===== src/rtl/option_feeder.sv =====
// option_feeder: producer side of the solver's per-axis option stream.
// A circular buffer holds groups laid out as an index word followed by that
// line's candidate options. The solver reads the head word, index words are
// recirculated automatically, and options the solver keeps are put back.
// Per-line option counts are committed each time a group is closed.
// Optional build macro: OPTION_FEEDER_STATS_EN adds pass_count and drop_count.
//
// Handshakes: a load word transfers on a clock edge where load_valid and
// load_ready are both high. The head word is valid while option_valid is
// high, and read_from_fifo pops it at the clock edge. put_back is a push
// with no back-pressure: if the buffer is full it is dropped and overflow set.
module option_feeder #(
    parameter int OPT_W     = 16,
    parameter int DEPTH     = 256,
    parameter int MAX_LINES = 11,
    parameter int AMNT_W    = 7,
    parameter int LINE_BASE = 0
) (
    input  logic                          clk,
    input  logic                          rst,
    input  logic                          load_valid,
    input  logic                          load_is_index,
    input  logic [OPT_W-1:0]              load_word,
    output logic                          load_ready,
    input  logic                          start,
    output logic [OPT_W-1:0]              option,
    output logic                          option_valid,
    output logic                          option_is_index,
    input  logic                          read_from_fifo,
    input  logic                          put_back,
    input  logic [OPT_W-1:0]              new_option,
    output logic [MAX_LINES*AMNT_W-1:0]   old_options_amnt,
    output logic                          pass_stalled,
`ifdef OPTION_FEEDER_STATS_EN
    output logic [15:0]                   pass_count,
    output logic [15:0]                   drop_count,
`endif
    output logic                          overflow
);

    localparam int PTR_W  = $clog2(DEPTH);
    localparam int CNT_W  = PTR_W + 1;
    localparam int LINE_W = (MAX_LINES > 1) ? $clog2(MAX_LINES) : 1;
    localparam logic [OPT_W:0] BASE_EXT = (OPT_W + 1)'(LINE_BASE);

    localparam logic [0:0] S_LOAD = 1'b0;
    localparam logic [0:0] S_RUN  = 1'b1;

    logic [0:0]         state_q;
    logic [OPT_W:0]     mem [DEPTH];
    logic [CNT_W-1:0]   wr_ptr_q, rd_ptr_q, count;
    logic               hold_valid_q;
    logic [OPT_W-1:0]   hold_q;
    logic               grp_open_q;
    logic [AMNT_W-1:0]  grp_cnt_q;
    logic [LINE_W-1:0]  cur_line_q;
    logic [AMNT_W-1:0]  amnt_q [MAX_LINES];
    logic               seen_base_q, changed_q;

    logic               run, full, empty;
    logic [OPT_W:0]     head;
    logic [OPT_W-1:0]   pop_word;
    logic               pop, pop_idx, pb, ld;
    logic [OPT_W:0]     pop_off, ld_off;
    logic               pop_in_range, ld_in_range;
    logic               wr_req, wr_ok, drop, idx_to_hold, pb_ok;
    logic [OPT_W:0]     wr_data;
    logic [AMNT_W-1:0]  commit_val;
    logic               change_now, base_pop, pass_end;

    // Occupancy is the pointer distance; pointers carry one extra wrap bit.
    assign count = wr_ptr_q - rd_ptr_q;
    assign run   = (state_q == S_RUN);
    assign full  = (count == CNT_W'(DEPTH));
    assign empty = (count == '0);
    assign head  = mem[rd_ptr_q[PTR_W-1:0]];
    assign pop_word = head[OPT_W-1:0];

    assign load_ready      = !run && !full;
    assign option_valid    = run && !empty;
    assign option          = option_valid ? pop_word : '0;
    assign option_is_index = option_valid ? head[OPT_W] : 1'b0;

    assign pop     = run && read_from_fifo && !empty;
    assign pop_idx = pop && head[OPT_W];
    assign pb      = run && put_back;
    assign ld      = !run && load_valid && !full;

    // Line offsets relative to this instance; the borrow bit flags words below the base.
    assign pop_off      = {1'b0, pop_word} - BASE_EXT;
    assign pop_in_range = !pop_off[OPT_W] && (pop_off[OPT_W-1:0] < OPT_W'(MAX_LINES));
    assign ld_off       = {1'b0, load_word} - BASE_EXT;
    assign ld_in_range  = !ld_off[OPT_W] && (ld_off[OPT_W-1:0] < OPT_W'(MAX_LINES));

    // Single write port: put_back wins, then a deferred index, then a fresh index.
    assign wr_req      = ld || pb || hold_valid_q || pop_idx;
    assign wr_ok       = wr_req && (!full || pop);
    assign drop        = wr_req && !wr_ok;
    assign idx_to_hold = pop_idx && (pb || hold_valid_q);
    assign pb_ok       = pb && wr_ok;

    // Select the word written at the tail this cycle.
    always_comb begin
        wr_data = '0;
        if (ld)                wr_data = {load_is_index, load_word};
        else if (pb)           wr_data = {1'b0, new_option};
        else if (hold_valid_q) wr_data = {1'b1, hold_q};
        else                   wr_data = {1'b1, pop_word};
    end

    // A put_back alongside an index pop still belongs to the group being closed.
    assign commit_val = grp_cnt_q + AMNT_W'(pb_ok);
    assign change_now = pop_idx && grp_open_q && (commit_val != amnt_q[cur_line_q]);
    assign base_pop   = pop_idx && (pop_word == OPT_W'(LINE_BASE));
    assign pass_end   = base_pop && seen_base_q;

    // Buffer storage; contents need no reset since occupancy gates every read.
    always_ff @(posedge clk) begin
        if (wr_ok) mem[wr_ptr_q[PTR_W-1:0]] <= wr_data;
    end

    // FSM, pointers, index holding register and sticky overflow.
    always_ff @(posedge clk or negedge rst) begin
        if (!rst) begin
            state_q      <= S_LOAD;
            wr_ptr_q     <= '0;
            rd_ptr_q     <= '0;
            hold_valid_q <= 1'b0;
            hold_q       <= '0;
            overflow     <= 1'b0;
        end else begin
            if (!run && start) state_q <= S_RUN;
            if (wr_ok) wr_ptr_q <= wr_ptr_q + CNT_W'(1);
            if (pop)   rd_ptr_q <= rd_ptr_q + CNT_W'(1);
            hold_valid_q <= idx_to_hold || (hold_valid_q && pb);
            if (idx_to_hold) hold_q <= pop_word;
            if (drop) overflow <= 1'b1;
        end
    end

    // Group tracking and per-line option counts (load-time tally, run-time commit).
    always_ff @(posedge clk or negedge rst) begin
        if (!rst) begin
            grp_open_q <= 1'b0;
            grp_cnt_q  <= '0;
            cur_line_q <= '0;
            for (int i = 0; i < MAX_LINES; i++) amnt_q[i] <= '0;
        end else if (!run) begin
            if (ld && load_is_index) begin
                cur_line_q <= ld_off[LINE_W-1:0];
                grp_open_q <= ld_in_range;
            end else if (ld && grp_open_q) begin
                amnt_q[cur_line_q] <= amnt_q[cur_line_q] + AMNT_W'(1);
            end
            if (start) begin
                grp_open_q <= 1'b0;
                grp_cnt_q  <= '0;
            end
        end else if (pop_idx) begin
            if (grp_open_q) amnt_q[cur_line_q] <= commit_val;
            cur_line_q <= pop_off[LINE_W-1:0];
            grp_open_q <= pop_in_range;
            grp_cnt_q  <= '0;
        end else if (pb_ok) begin
            grp_cnt_q <= grp_cnt_q + AMNT_W'(1);
        end
    end

    // Pass boundary detection on the base index and stall flag update.
    always_ff @(posedge clk or negedge rst) begin
        if (!rst) begin
            seen_base_q  <= 1'b0;
            changed_q    <= 1'b0;
            pass_stalled <= 1'b0;
        end else if (base_pop) begin
            if (seen_base_q) pass_stalled <= !(changed_q || change_now);
            seen_base_q <= 1'b1;
            changed_q   <= 1'b0;
        end else if (change_now) begin
            changed_q <= 1'b1;
        end
    end

    for (genvar g = 0; g < MAX_LINES; g++) begin : g_amnt
        assign old_options_amnt[g*AMNT_W +: AMNT_W] = amnt_q[g];
    end

`ifdef OPTION_FEEDER_STATS_EN
    // Saturating pass and dropped-push counters.
    always_ff @(posedge clk or negedge rst) begin
        if (!rst) begin
            pass_count <= '0;
            drop_count <= '0;
        end else begin
            if (pass_end && pass_count != 16'hFFFF) pass_count <= pass_count + 16'd1;
            if (drop && drop_count != 16'hFFFF)     drop_count <= drop_count + 16'd1;
        end
    end
`else
    logic unused_pass_end;
    assign unused_pass_end = pass_end;
`endif

endmodule


===== config.mk =====
export PLATFORM = sky130hd
export DESIGN_NAME = option_feeder
export DESIGN_NICKNAME = d
export VERILOG_FILES = /design/src/rtl/option_feeder.sv
export SDC_FILE = /design/constraint.sdc
export NUM_CORES = 2
export LEC_CHECK = 0
export CAP_MARGIN = 25
export CORE_MARGIN = 4
export CORE_UTILIZATION = 38
export CTS_CLUSTER_DIAMETER = 40
export DETAILED_ROUTE_END_ITERATION = 7
export PLACE_DENSITY = 0.52
export SLEW_MARGIN = 0
export SYNTH_ARGS = -nofsm -noshare
export SYNTH_HDL_FRONTEND = slang
export SYNTH_MEMORY_MAX_BITS = 65536
export SYNTH_SLANG_ARGS = --single-unit

===== constraint.sdc =====
create_clock -name clk -period 43.7 [get_ports clk]
set_clock_uncertainty 0.05 [all_clocks]
set_input_delay 13.11 -clock clk [delete_from_list [all_inputs] [get_ports clk]]
set_output_delay 13.11 -clock clk [all_outputs]
set_load 0.01 [all_outputs]

==> reports/qor.yml <==
placement:
  finalWeightedCongestion: 0.831
  io_buffers: 136
  place.detailed.hpwl_mm: 335
critical_path:
  critical_path_class: "register to output port"
  crit_top_cell: "sky130_fd_sc_hd__buf_4"
  start_kind: "register"
  path_cells: "buf_4, buf_4, buf_4, buf_12, buf_4, mux4_2, a221oi_1, o22ai_1, o21ai_0, buf_4, o21ai_2, and2_1, clkdlybuf4s50_1"
  reg2reg_setup_slack_ps: 33270
  slowest_stage: "sky130_fd_sc_hd__dfrtp_4"
  arrival_ps: 9000
  path_delay_family: "buffers and inverters"
  worst-path-buf-inv: 7
  worstPathRequired_ps: 30540
  reg2regPathDepth: 18
  worstSetupEndpointType: "output port"
  timing.critical_path.fanout_max: 75
  worst-path-stages: 13
  crit_path_max_incr_delay_ps: 980
  crit-reg2reg-launch: "rd_ptr_q[0]"
  critical_path.startpoint: "rd_ptr_q[0]"
finish:
  multi_input_area_um2: 39400
  final-seq-area_um2: 134000
  layout.core_utilization_pct: 45.3
  fillers: 38600
  layout-drive-gt1-share_pct: 30.2
  flow.area_growth_from_synthesis_pct: 18.4
  final_nets: 9138
floorplanning:
  die_area_um2: 471000
  num_rows: 248
  floorplan.core_area_um2: 457000
  initial_core_util_pct: 38.2
  die_w_um: 686
  num_io_pins: 137
  die_height_um: 686
min_path:
  hp-class: "register to register"
  timing.hold.worst_path_depth: 2
  timing.hold.worst.start: "seen_base_q"
clock_network:
  cts_num_sinks: 4481
  number_of_buffers_created_by_cts: 584
  htree_num_levels: 6
  clock_insertion_delay_worst_skew_ps: 1070
  cts_root_buf: "sky130_fd_sc_hd__clkbuf_16"
  clock_pin_slew_on_the_worst_setup_and_hold_paths_ps: 50
  cts_max_path_buffers: 4
  postCtsSetupBuffers: 0
  ctsResizeCount: 0
  post_cts_hold_buffer_count: 0
  tritoncts_clock_tree: "yes"
grt:
  grt_use_total_pct: 23.6
  first_global_vias: 91900
  globalRoute.totalOverflow: 0
  grt_max_degree: 197
  grt_antenna_before_repair: 27
  grt_pass1_wl_mm: 776
synth:
  netlist-cell-type-count: 89
  synthesis.instances: 8341
  async_flop_share_pct: 2.88
  synthSimpleGateAreaFrac_pct: 2.32
  synth_enable_flop_cells: 4352
  postSynthAreaPerCell_um2: 21.0
  number_of_synthesized_register_bits: 4481
  fraction_of_the_mapped_netlist_area_in_compound_gates_pct: 3.39
  yosysWarnings: 0
  synth.net_count: 8397
  ys_dominant_reg_cell: "sky130_fd_sc_hd__edfxtp_1"
  arithmetic_cell_share_of_the_synthesized_area_counting_full_adders_half_adders_and_majority_gates_pct: 0.127
  yosysSeqAreaShare_pct: 76.6
  synthesis.area_um2: 175000
  yosys.area_share.xor_xnor_pct: 0.215
  combinational_family_with_the_most_area_after_synthesis: "multiplexers"
  muxShareOfSynthArea_pct: 15.8
routing:
  antenna_violating_nets_post_route: 0
  dr_vias: 92600
  route.detailed.drc: 0
  drt_pre_antenna_iters: 5
  routed_wire_length_per_instance_um: 36.0
  drt_iter0_markers: 12200
  detailed_route_vias_per_instance: 5.90
  drt-total-wl_mm: 566
sta:
  setup_tns_ps: 0
  final.min_clock_period_ps: 22160
  final_max_slew_viol_count: 100
  max_slew.worst_pin.slew_ps: 1650
  report.final.setup_viol: 0
  unrepaired_setup_endpoints_after_global_routing: "false"
  hold_viol_final: 0
  max_freq_ghz: 0.0451
  period_utilization_pct: 50.7
  worst_slew_margin_rel_pct: -9.99
power:
  totalPowerFinal_uw: 15800
  ir_drop_v: 0.000104
  pwr_dens_nw_per_um2: 76.5
  power.leakage_uw: 0.0663
outcome:
  violated_checks: "slew limit"
  outcome: "finished, violations left"
run:
  timing.max_cap.violations: 0
[per-stage QoR]
step                      instances  instance area, um2  worst slack [ps]  hold WS [ps]
after global routing          15700              207000             21100           447
after global placement        14500              186000             22130           370
after CTS                     15700              207000             21440           417
after detailed placement      14600              187000             22610           404
final                         15700              207000             21540           412
after floorplan                8341              175000             17840           360
[cell usage in the layout (no fill, tap or decap), types with 58 or more instances in the layout]
cell	instances
sky130_fd_sc_hd__mux2i_1	451
sky130_fd_sc_hd__nor2_2	209
sky130_fd_sc_hd__edfxtp_1	4352
sky130_fd_sc_hd__clkinv_2	59
sky130_fd_sc_hd__buf_4	439
sky130_fd_sc_hd__o21ai_0	95
sky130_fd_sc_hd__a21oi_1	158
sky130_fd_sc_hd__mux4_2	956
sky130_fd_sc_hd__clkinvlp_4	58
sky130_fd_sc_hd__a22oi_1	173
sky130_fd_sc_hd__nor2_1	105
sky130_fd_sc_hd__clkbuf_16	597
sky130_fd_sc_hd__mux2_2	136
sky130_fd_sc_hd__bufinv_16	72
sky130_fd_sc_hd__clkinv_1	69
sky130_fd_sc_hd__inv_6	59
sky130_fd_sc_hd__clkbuf_1	78
sky130_fd_sc_hd__dfrtp_1	122
sky130_fd_sc_hd__nand3_1	58
sky130_fd_sc_hd__clkdlybuf4s50_1	135
sky130_fd_sc_hd__nand2_1	291
[kinds of logic after synthesis]
| group | count (synthesis) |
|---|---|
| flip-flops | 4481 |
| AO/OA/AOI/OAI | 846 |
| buffers and inverters | 526 |
| adder cells (fa/ha/maj) | 18 |
| XOR/XNOR | 43 |
| AND/OR/NAND/NOR | 884 |
| multiplexers | 1543 |
[registers in the layout, summed over array words and instances, names as in the netlist, 4 cells and up]
register	cells
wr_ptr_q	9
cur_line_q	4
rd_ptr_q	9
grp_cnt_q	7
mem	4352
hold_q	16
old_options_amnt	77
[Yosys cell counts, drive strengths merged (105+ instances only)]
cell,number,share of area (%)
edfxtp,4352,75
mux4,956,12
nor2,351,0.76
buf,286,1.1
a22oi,173,0.74
o21ai,105,0.30
mux2,136,0.88
nand2,292,0.63
clkbuf,218,0.47
mux2i,451,2.6
a21oi,160,0.46
dfrtp,129,1.8
[routing by layer]
layer / share of wire, % / GRT usage [%]
met1: 41 / 33.1
met2: 47 / 36.9
met3: 9.2 / 4.88
met4: 3.6 / 7.87
met5: 0.010 / 0
[final timing paths]
path | to
setup reg to reg | mem[199][2]
max in group asynchronous | rd_ptr_q[0]
min in group asynchronous | old_options_amnt[2]
setup / recovery | option[1]
hold / removal | seen_base_q
hold reg to reg | seen_base_q
[worst reg2reg max path: stages (launching register included)]
cell	delay, ps
sky130_fd_sc_hd__dfrtp_4	980
sky130_fd_sc_hd__buf_4	610
sky130_fd_sc_hd__buf_4	680
sky130_fd_sc_hd__buf_4	710
sky130_fd_sc_hd__buf_4	680
sky130_fd_sc_hd__buf_4	720
sky130_fd_sc_hd__mux4_2	400
sky130_fd_sc_hd__mux2i_1	70
sky130_fd_sc_hd__o21ai_0	720
sky130_fd_sc_hd__o2111a_1	500
sky130_fd_sc_hd__o22ai_1	160
sky130_fd_sc_hd__buf_4	250
sky130_fd_sc_hd__nor3_4	340
sky130_fd_sc_hd__o21bai_2	190
sky130_fd_sc_hd__buf_4	440
sky130_fd_sc_hd__nand3_2	920
sky130_fd_sc_hd__buf_4	610
sky130_fd_sc_hd__nor2_2	740
sky130_fd_sc_hd__buf_4	340
[cell type report]
type / instances / area share (%)
repair buffers: 659 / 2.97
clock inverters: 389 / 2.20
clock buffers: 676 / 7.36
inverters: 22 / 0.0459
multi-input cells: 3334 / 19.0
flip-flops and latches: 4481 / 64.7
diodes: 22 / 0.0266
well taps: 6125 / 3.70
[power breakdown]
part,total [uW],internal [uW],switching [uW]
combinational,5300,1580,3720
sequential,5670,5590,82.3
clock,4870,2960,1900
Note: power is estimated with default switching activity, not from simulation.
